==> src/rtl/scan_chain_driver_if.sv <==
// Request/response handshake between a scan-chain client and scan_chain_driver.
interface scan_chain_driver_if #(
  parameter int unsigned SEL_W = 1
);
  logic             in_valid;
  logic             in_ready;
  logic [SEL_W-1:0] in_sel;
  logic [7:0]       in_data;
  logic             out_valid;
  logic [7:0]       out_data;

  modport master (
    output in_valid, in_sel, in_data,
    input  in_ready, out_valid, out_data
  );

  modport slave (
    input  in_valid, in_sel, in_data,
    output in_ready, out_valid, out_data
  );
endinterface

==> src/rtl/scan_chain_driver.sv <==
// Drives a chain of 8-bit scan wrappers: shift in, latch, capture, shift out.
module scan_chain_driver #(
  parameter int unsigned NUM_DESIGNS  = 2,
  parameter int unsigned SEL_W        = 1,
  parameter int unsigned CLK_DIV      = 1,
  parameter int unsigned LATCH_CYCLES = 2
) (
  input  logic               clk,
  input  logic               reset,
  scan_chain_driver_if.slave req,
  output logic               scan_clk_out,
  output logic               scan_data_out,
  output logic               scan_latch_out,
  output logic               scan_select_out,
  input  logic               scan_data_in
);
  localparam int unsigned L     = 8 * NUM_DESIGNS;
  localparam int unsigned BIT_W = (L > 1) ? $clog2(L) : 1;
  localparam int unsigned DIV_W = (CLK_DIV > 1) ? $clog2(CLK_DIV) : 1;
  localparam int unsigned LAT_W = (LATCH_CYCLES > 1) ? $clog2(LATCH_CYCLES) : 1;

  typedef enum logic [2:0] {IDLE, SHIFT_IN, LATCH, CAPTURE, SHIFT_OUT} state_t;

  state_t           state, state_n;
  logic             half, half_n;
  logic [DIV_W-1:0] div, div_n;
  logic [BIT_W-1:0] bit_cnt, bit_n;
  logic [LAT_W-1:0] lat, lat_n;
  logic [L-1:0]     frame, frame_n, rx, rx_n, load_frame;
  logic [SEL_W-1:0] sel, sel_n;
  logic [7:0]       slot;
  logic             half_end;

  logic       ready_q, ready_n, valid_q, valid_n;
  logic [7:0] odata_q, odata_n;
  logic       sclk_q, sclk_n, sdata_q, sdata_n, slatch_q, slatch_n, ssel_q, ssel_n;

  // Registers hold the values for the cycle being driven; next-cycle outputs
  // are derived from the next-state values so every output is a flop.
  always_comb begin
    load_frame = '0;
    slot       = '0;
    for (int unsigned k = 0; k < NUM_DESIGNS; k++) begin
      if (req.in_sel == SEL_W'(k)) load_frame[8*k +: 8] = req.in_data;
      if (sel == SEL_W'(k))        slot = rx[8*k +: 8];
    end

    half_end = (div == DIV_W'(CLK_DIV - 1));
    state_n  = state;
    half_n   = half;
    div_n    = div;
    bit_n    = bit_cnt;
    lat_n    = lat;
    frame_n  = frame;
    rx_n     = rx;
    sel_n    = sel;
    valid_n  = 1'b0;
    odata_n  = odata_q;

    case (state)
      IDLE: begin
        if (req.in_valid && ready_q) begin
          state_n = SHIFT_IN;
          half_n  = 1'b0;
          div_n   = '0;
          bit_n   = '0;
          frame_n = load_frame;
          sel_n   = req.in_sel;
        end
      end
      SHIFT_IN, CAPTURE, SHIFT_OUT: begin
        if (state == SHIFT_OUT && !half && half_end) rx_n = {rx[L-2:0], scan_data_in};
        if (!half_end) begin
          div_n = div + 1'b1;
        end else begin
          div_n = '0;
          if (!half) begin
            half_n = 1'b1;
          end else begin
            half_n = 1'b0;
            if (state == CAPTURE) begin
              state_n = SHIFT_OUT;
              bit_n   = '0;
            end else if (bit_cnt != BIT_W'(L - 1)) begin
              bit_n = bit_cnt + 1'b1;
              if (state == SHIFT_IN) frame_n = frame << 1;
            end else if (state == SHIFT_IN) begin
              state_n = LATCH;
              lat_n   = '0;
            end else begin
              state_n = IDLE;
              valid_n = 1'b1;
              odata_n = slot;
            end
          end
        end
      end
      LATCH: begin
        if (lat == LAT_W'(LATCH_CYCLES - 1)) begin
          state_n = CAPTURE;
          half_n  = 1'b0;
          div_n   = '0;
        end else begin
          lat_n = lat + 1'b1;
        end
      end
      default: state_n = IDLE;
    endcase

    ready_n  = (state_n == IDLE);
    sclk_n   = half_n && (state_n == SHIFT_IN || state_n == CAPTURE || state_n == SHIFT_OUT);
    slatch_n = (state_n == LATCH);
    ssel_n   = (state_n == CAPTURE);
    if (state_n == SHIFT_IN)   sdata_n = frame_n[L-1];
    else if (state_n == LATCH) sdata_n = sdata_q;
    else                       sdata_n = 1'b0;
  end

  always_ff @(posedge clk) begin
    if (reset) begin
      state    <= IDLE;
      half     <= 1'b0;
      div      <= '0;
      bit_cnt  <= '0;
      lat      <= '0;
      frame    <= '0;
      rx       <= '0;
      sel      <= '0;
      ready_q  <= 1'b0;
      valid_q  <= 1'b0;
      odata_q  <= '0;
      sclk_q   <= 1'b0;
      sdata_q  <= 1'b0;
      slatch_q <= 1'b0;
      ssel_q   <= 1'b0;
    end else begin
      state    <= state_n;
      half     <= half_n;
      div      <= div_n;
      bit_cnt  <= bit_n;
      lat      <= lat_n;
      frame    <= frame_n;
      rx       <= rx_n;
      sel      <= sel_n;
      ready_q  <= ready_n;
      valid_q  <= valid_n;
      odata_q  <= odata_n;
      sclk_q   <= sclk_n;
      sdata_q  <= sdata_n;
      slatch_q <= slatch_n;
      ssel_q   <= ssel_n;
    end
  end

  assign req.in_ready    = ready_q;
  assign req.out_valid   = valid_q;
  assign req.out_data    = odata_q;
  assign scan_clk_out    = sclk_q;
  assign scan_data_out   = sdata_q;
  assign scan_latch_out  = slatch_q;
  assign scan_select_out = ssel_q;
endmodule

==> src/flat_wrapper.sv <==
// flat-port wrapper written by rule: the top's interface ports become plain ports
module scan_chain_driver_flat 
#(
  parameter int unsigned NUM_DESIGNS  = 2,
  parameter int unsigned SEL_W        = 1,
  parameter int unsigned CLK_DIV      = 1,
  parameter int unsigned LATCH_CYCLES = 2
)
  (clk, reset, scan_clk_out, scan_data_out, scan_latch_out, scan_select_out, scan_data_in, req_in_valid, req_in_sel, req_in_data, req_in_ready, req_out_valid, req_out_data);
  scan_chain_driver_if #(.SEL_W(SEL_W)) req_i ();
  input  logic clk;
  input  logic reset;
  output logic scan_clk_out;
  output logic scan_data_out;
  output logic scan_latch_out;
  output logic scan_select_out;
  input  logic scan_data_in;
  input wire logic [$bits(req_i.in_valid)-1:0] req_in_valid;
  input wire logic [$bits(req_i.in_sel)-1:0] req_in_sel;
  input wire logic [$bits(req_i.in_data)-1:0] req_in_data;
  output wire logic [$bits(req_i.in_ready)-1:0] req_in_ready;
  output wire logic [$bits(req_i.out_valid)-1:0] req_out_valid;
  output wire logic [$bits(req_i.out_data)-1:0] req_out_data;
  assign req_i.in_valid = req_in_valid;
  assign req_i.in_sel = req_in_sel;
  assign req_i.in_data = req_in_data;
  assign req_in_ready = req_i.in_ready;
  assign req_out_valid = req_i.out_valid;
  assign req_out_data = req_i.out_data;
  scan_chain_driver #(.NUM_DESIGNS(NUM_DESIGNS), .SEL_W(SEL_W), .CLK_DIV(CLK_DIV), .LATCH_CYCLES(LATCH_CYCLES)) u_core (.clk(clk), .reset(reset), .req(req_i), .scan_clk_out(scan_clk_out), .scan_data_out(scan_data_out), .scan_latch_out(scan_latch_out), .scan_select_out(scan_select_out), .scan_data_in(scan_data_in));
endmodule
==> config.mk <==
export PLATFORM = sky130hd
export DESIGN_NAME = scan_chain_driver_flat
export DESIGN_NICKNAME = d
export VERILOG_FILES = /design/src/rtl/scan_chain_driver_if.sv /design/src/rtl/scan_chain_driver.sv /design/src/flat_wrapper.sv
export SDC_FILE = /design/constraint.sdc
export NUM_CORES = 1
export LEC_CHECK = 0
export CORE_ASPECT_RATIO = 1.4
export CORE_MARGIN = 2
export CORE_UTILIZATION = 40
export CTS_CLUSTER_SIZE = 12
export DETAILED_ROUTE_END_ITERATION = 10
export HOLD_SLACK_MARGIN = 0.15
export PLACE_DENSITY = 0.63
export SLEW_MARGIN = 5
export SYNTH_ARGS = -nofsm -noshare
export SYNTH_HDL_FRONTEND = slang
export SYNTH_SLANG_ARGS = --single-unit
==> constraint.sdc <==
create_clock -name clk -period 1.8 [get_ports clk]
set_input_delay 0.18 -clock clk [delete_from_list [all_inputs] [get_ports clk]]
set_output_delay 0.18 -clock clk [all_outputs]
set_load 0.005 [all_outputs]
# After elaboration in Yosys (flattened, before gate mapping)
# Index checks and enable logic that the tools add are counted.
# word_totals
regBits,57
input_bits,13
out_inout_bits,14
elab_cells,108
# op_classes
addsub,3
eq_ne,19
muxes,43
bitwise_logic,6
reduce_logical,21
# ops
op,n
$mux W16,6
$pmux W16 S2,1
$mux W8,3
$mux W4,5
$mux W3,6
$mux W1,16
$eq A3 B2 Y1 const B,4
$reduce_and A6 Y1,2
$ne A2 B1 Y1 const B,5
$pmux W3 S3,1
$ne A2 B2 Y1 const B,4
$pmux W4 S2,1
$reduce_and A7 Y1,1
$eq A3 B1 Y1 const B,2
$eq A3 B3 Y1 const B,2
$logic_not A3 Y1,2
$not A1 Y1,6
$pmux W1 S3,2
$reduce_or A6 Y1,1
$reduce_and A5 Y1,1
$add A4 B1 Y4 const B,1
$logic_and A1 B1 Y1,4
$ne A4 B4 Y1 const B,1
$reduce_and A2 Y1,2
other kinds (10),13

# Depth between registers and ports, before layout
# depth
word_depth,11
ltp_mapped,7

# Worst setup path after synthesis
# Ideal clock, no wire load.
# synth_timing
path_type,flip-flop to flip-flop
start,register u_core.bit_cnt[0]
end,register u_core.sdata_q (netlist: u_core.scan_data_out)
t_arrival_ns,1.623
required_ns,1.725
setup_slack_ns,0.102
stages_incl_launch_ff,6
n_path_buf,0
synth_period_minus_slack_ns,1.698
cell_sequence,dfxtp_1 -> ha_1 -> and4_1 -> o311a_1 -> or4b_1 -> o22ai_1
# synth_via
elab_chain_len,8
elab_cells_between_ends,15
classes_between,eq/ne: 4; mux: 11
# synth_lines
item,line_no,text
start: declaration,scan_chain_driver.sv:27,"logic [BIT_W-1:0] bit_cnt, bit_n;"
start signal: assignment,scan_chain_driver.sv:140,bit_cnt <= bit_n;
$ne A4 B4 Y1 *,scan_chain_driver.sv:84,end else if (bit_cnt != BIT_W'(L - 1)) begin
$mux W3,scan_chain_driver.sv:84,
$mux W3,scan_chain_driver.sv:81,if (state == CAPTURE) begin
$mux W3,scan_chain_driver.sv:77,if (!half) begin
$mux W3,scan_chain_driver.sv:73,if (!half_end) begin
$pmux W3 S3,scan_chain_driver.sv:60,case (state)
$eq A3 B1 Y1 or $eq A3 B2 Y1 (tied branches),"scan_chain_driver.sv:114, scan_chain_driver.sv:115",
$ne A2 B2 Y1 (no source line) or $mux W1 (tied branches),--,
end signal: assignment,scan_chain_driver.sv:149,sdata_q <= sdata_n;
end: declaration,scan_chain_driver.sv:36,"logic sclk_q, sclk_n, sdata_q, sdata_n, slatch_q, slatch_n, ssel_q, ssel_n;"
# Every way passes the cells marked *; elsewhere a longest branch is shown, timed or not. The select of a mux whose other input is x is not followed.
# A chain may end at the register's enable or synchronous reset.

# Final worst setup path
# layout_timing
start,register u_core.bit_cnt[1]
end,register u_core.sdata_q (netlist: u_core.scan_data_out)
# The elaborated chain is that of the path after synthesis.

==> results.md <==
* Tcrit/Tclk final at 97.6%
* Area fraction of the dominant cell type after synthesis at 48.2%
* Die Width at 68.5 um
* Seq/Total Area, Yosys at 48.2%
* Fin Setup TNS at 0 ns
* Post-Synth XOR/XNOR Area at 0.376%
* Largest net degree at the start of global routing at 27
* R2r startpoint: u_core.bit_cnt[1]
* Final Power at 2.33 mW
* CTS tree: done
* Synth area leaders: dfxtp_1 (48%), a222oi_1 (6.5%), nand2_1 (5.5%)
* Routed wire per std cell at 14.0 um
* Worst EP required at 2.04 ns
* VDD IR-drop max at 459 uV
* Synth warn at 0
* Setup crit end kind: flop
* Area Overhead vs Synth at 23.3%
* Initial Utilization at 41.8%
* Crit path to: u_core.scan_data_out
* Largest fanout on the critical path at 5
* Crit path from: u_core.bit_cnt[1]
* Max_slew headroom at 64.4%
* Worst R2R Path Depth at 5
* Port Buffers at 26
* Simple-gate share of the synthesized area at 22.3%
* Worst hold path class: primary input to flop
* Clock Latency Late Sink at 0.31 ns
* H-tree depth at 2
* Diodes inserted at 0
* Syn avg cell area at 9.06 um^2
* Num rows at 32
* FF/Latch Area at 0.00112 mm^2
* Startpoint Class: flop
* CTS buffer count at 5
* Initial antenna violation count at 0
* Clock sinks at 56
* Tmin final at 1.76 ns
* Fillers at 551
* Synth Area in Adders at 0.538%
* Status: complete, no violations
* First-pass GRT wire length at 8.64 mm
* Max-Cap Viols at 0
* # IOs at 27
* RD Place Congestion at 0.787
* R2R Setup Slk at 0.04 ns
* Yosys top cell by area: dfxtp_1
* EDFF count, synth at 0
* Distinct cells, synth at 50
* Fmax at 0.569 GHz
* M2 GR Usage at 30.1%
* Gate count of the mapped netlist at 257
* Post-route cell area at 0.00287 mm^2
* GR peak layer: met2
* Worst Setup Path Type: flop to flop
* Max Slew Vio Count at 0
* Clk_skew at 0.00839 ns
* Leak at 0.986 nW
* Placed cell area at 0.00275 mm^2
* Worst Tran Pin Value at 0.533 ns
* CTS root buffer: clkbuf_8
* Vias/cell at 5.41
* 1st-iter DRT viols at 176
* Largest family of logic cells by synthesized area: simple AND/OR/NAND/NOR gates
* Reg2reg end: u_core.scan_data_out
* GRT Total Usage at 17.4%
* DRC at 0
* Total routed wirelength at 5.06 mm
* Met1 usage at 20.7%
* Vias in the first global route at 1916
* Top_reg_cell synth: dfxtp_1
* Power per cell area at 812 mW/mm^2
* Net count, final at 306
* Multi-input logic area at 0.00111 mm^2
* Via count at 1953
* First-pass iteration count of the detailed router at 5
* Final core occ at 51.6%
* Mux contribution to synthesized area at 4.73%
* Routed Antenna Nets at 0
* Final setup fails at 0
* Layout cell share with drive strength beyond 1 at 14.3%
* Die area at 0.00645 mm^2
* Synthesized cell area at 0.00233 mm^2
* Core Region at 0.00557 mm^2
* Clock-pin slew on the worst setup and hold paths at 0.10 ns
* Post-Syn Nets at 271
* Hpwl dp at 3.65 mm
* Die Y at 94.3 um
* Fraction of registers with async set/reset at 0%
* Final Hold Vio Count at 0
* CTS Buffer Depth at 2
* Critical path arrival at 2.00 ns
* Synthesized flop and latch total at 56
* Aggregate global routing overflow at 0
* GR Util met3 at 3.36%
* Synth Area in Compound Gates at 19.2%
## logic make-up (layout without fill, tap and decap cells)
| kind of cell | after synthesis | in the layout |
|---|---|---|
| xor gates and xnor gates | 1 | 1 |
| DFF | 56 | 56 |
| and+or+nand+nor | 103 | 103 |
| muxes | 11 | 11 |
| adders and majority gates | 1 | 1 |
| buffers and inverters | 23 | 59 |
| AOI/OAI and AO/OA | 62 | 62 |
## power by group
group	internal (mW)	leakage, nW	switching (mW)
clock network	0.285	0.0452	0.427
logic	0.164	0.488	0.148
registers	1.27	0.453	0.0344
total	1.72	0.986	0.610
## cell type report
type                            count  share of cell area [%]
Clock inverter                      3                   0.872
Inverter                            3                   0.392
Clock buffer                        5                    2.40
Multi-Input combinational cell    178                    38.5
Timing Repair Buffer               48                    15.7
Tap cell                           68                    2.96
Sequential cell                    56                    39.1
## layout by cell type, fill, tap and decap left out, drive strengths merged, types with 2 or more instances in the layout
cell,count
a211oi,9
a21oi,20
a222oi,15
a22oi,2
and2,3
and3,3
buf,22
clkbuf,5
clkdlybuf4s50,26
dfxtp,56
inv,5
mux2i,11
nand2,34
nand2b,2
nand3,4
nand3b,4
nor2,32
nor3,5
nor3b,2
o21ai,6
o22ai,2
o31ai,2
or3b,3
## critical path, stage by stage (launching register included)
cell and delay (ns):
dfxtp_1 0.34, ha_2 0.20, and4_1 0.21, o311a_1 0.31, or4b_1 0.47, o22ai_1 0.16
## Yosys cell counts (3+ instances only)
cell type and instances:
nand3b_1 4, nand2_1 34, a211oi_1 9, buf_2 5
dfxtp_1 56, a21oi_1 19, inv_1 3, nor2_1 30
nor3_1 5, and3_1 3, and2_1 3, a222oi_1 15
o21ai_0 4, clkbuf_1 10, nand3_1 4, mux2i_1 11
## sequential cells by signal, summed over array words and instances, names as in the netlist, 3 cells and up
signal               cells
u_core.bit_cnt           4
u_core.req.out_data      8
u_core.frame            16
u_core.rx               16
u_core.state             3
## worst min path at each step
stage | from | to | slack [ns] | cells after the start
final | scan_data_in | u_core.rx[0] | 0.44 | 3
after global routing | scan_data_in | u_core.rx[0] | 0.45 | 3
after CTS | scan_data_in | u_core.rx[0] | 0.44 | 3
after detailed placement | u_core.rx[15] | u_core.rx[15] | 0.45 | 2
after global placement | u_core.rx[15] | u_core.rx[15] | 0.44 | 2
after floorplan | scan_data_in | u_core.rx[0] | 0.32 | 2
## what timing repair did
item / 4_1_cts / 5_1_grt
hold buffers: 0 / 0
setup buffers: 0 / 1
resized for setup: 0 / 5
endpoints found under the setup margin: 0 / 32
## metrics by stage
step | hold WS (ns) | setup slack [ns] | cells
5_1_grt | 0.450 | -0.00216 | 361
6_report | 0.436 | 0.0429 | 361
4_1_cts | 0.437 | 0.00315 | 360
3_5_place_dp | 0.449 | -0.0770 | 352
2_1_floorplan | 0.316 | 0.102 | 257
3_3_place_gp | 0.443 | -0.0366 | 352
## metal layers
layer | wire length [um] | up-vias
li1 | - | 1004
met1 | 2240 | 918
met2 | 2620 | 27
met3 | 149 | 4
met4 | 50 | 0
met5 | 0 | -
Note: power is estimated with default switching activity, not from simulation.
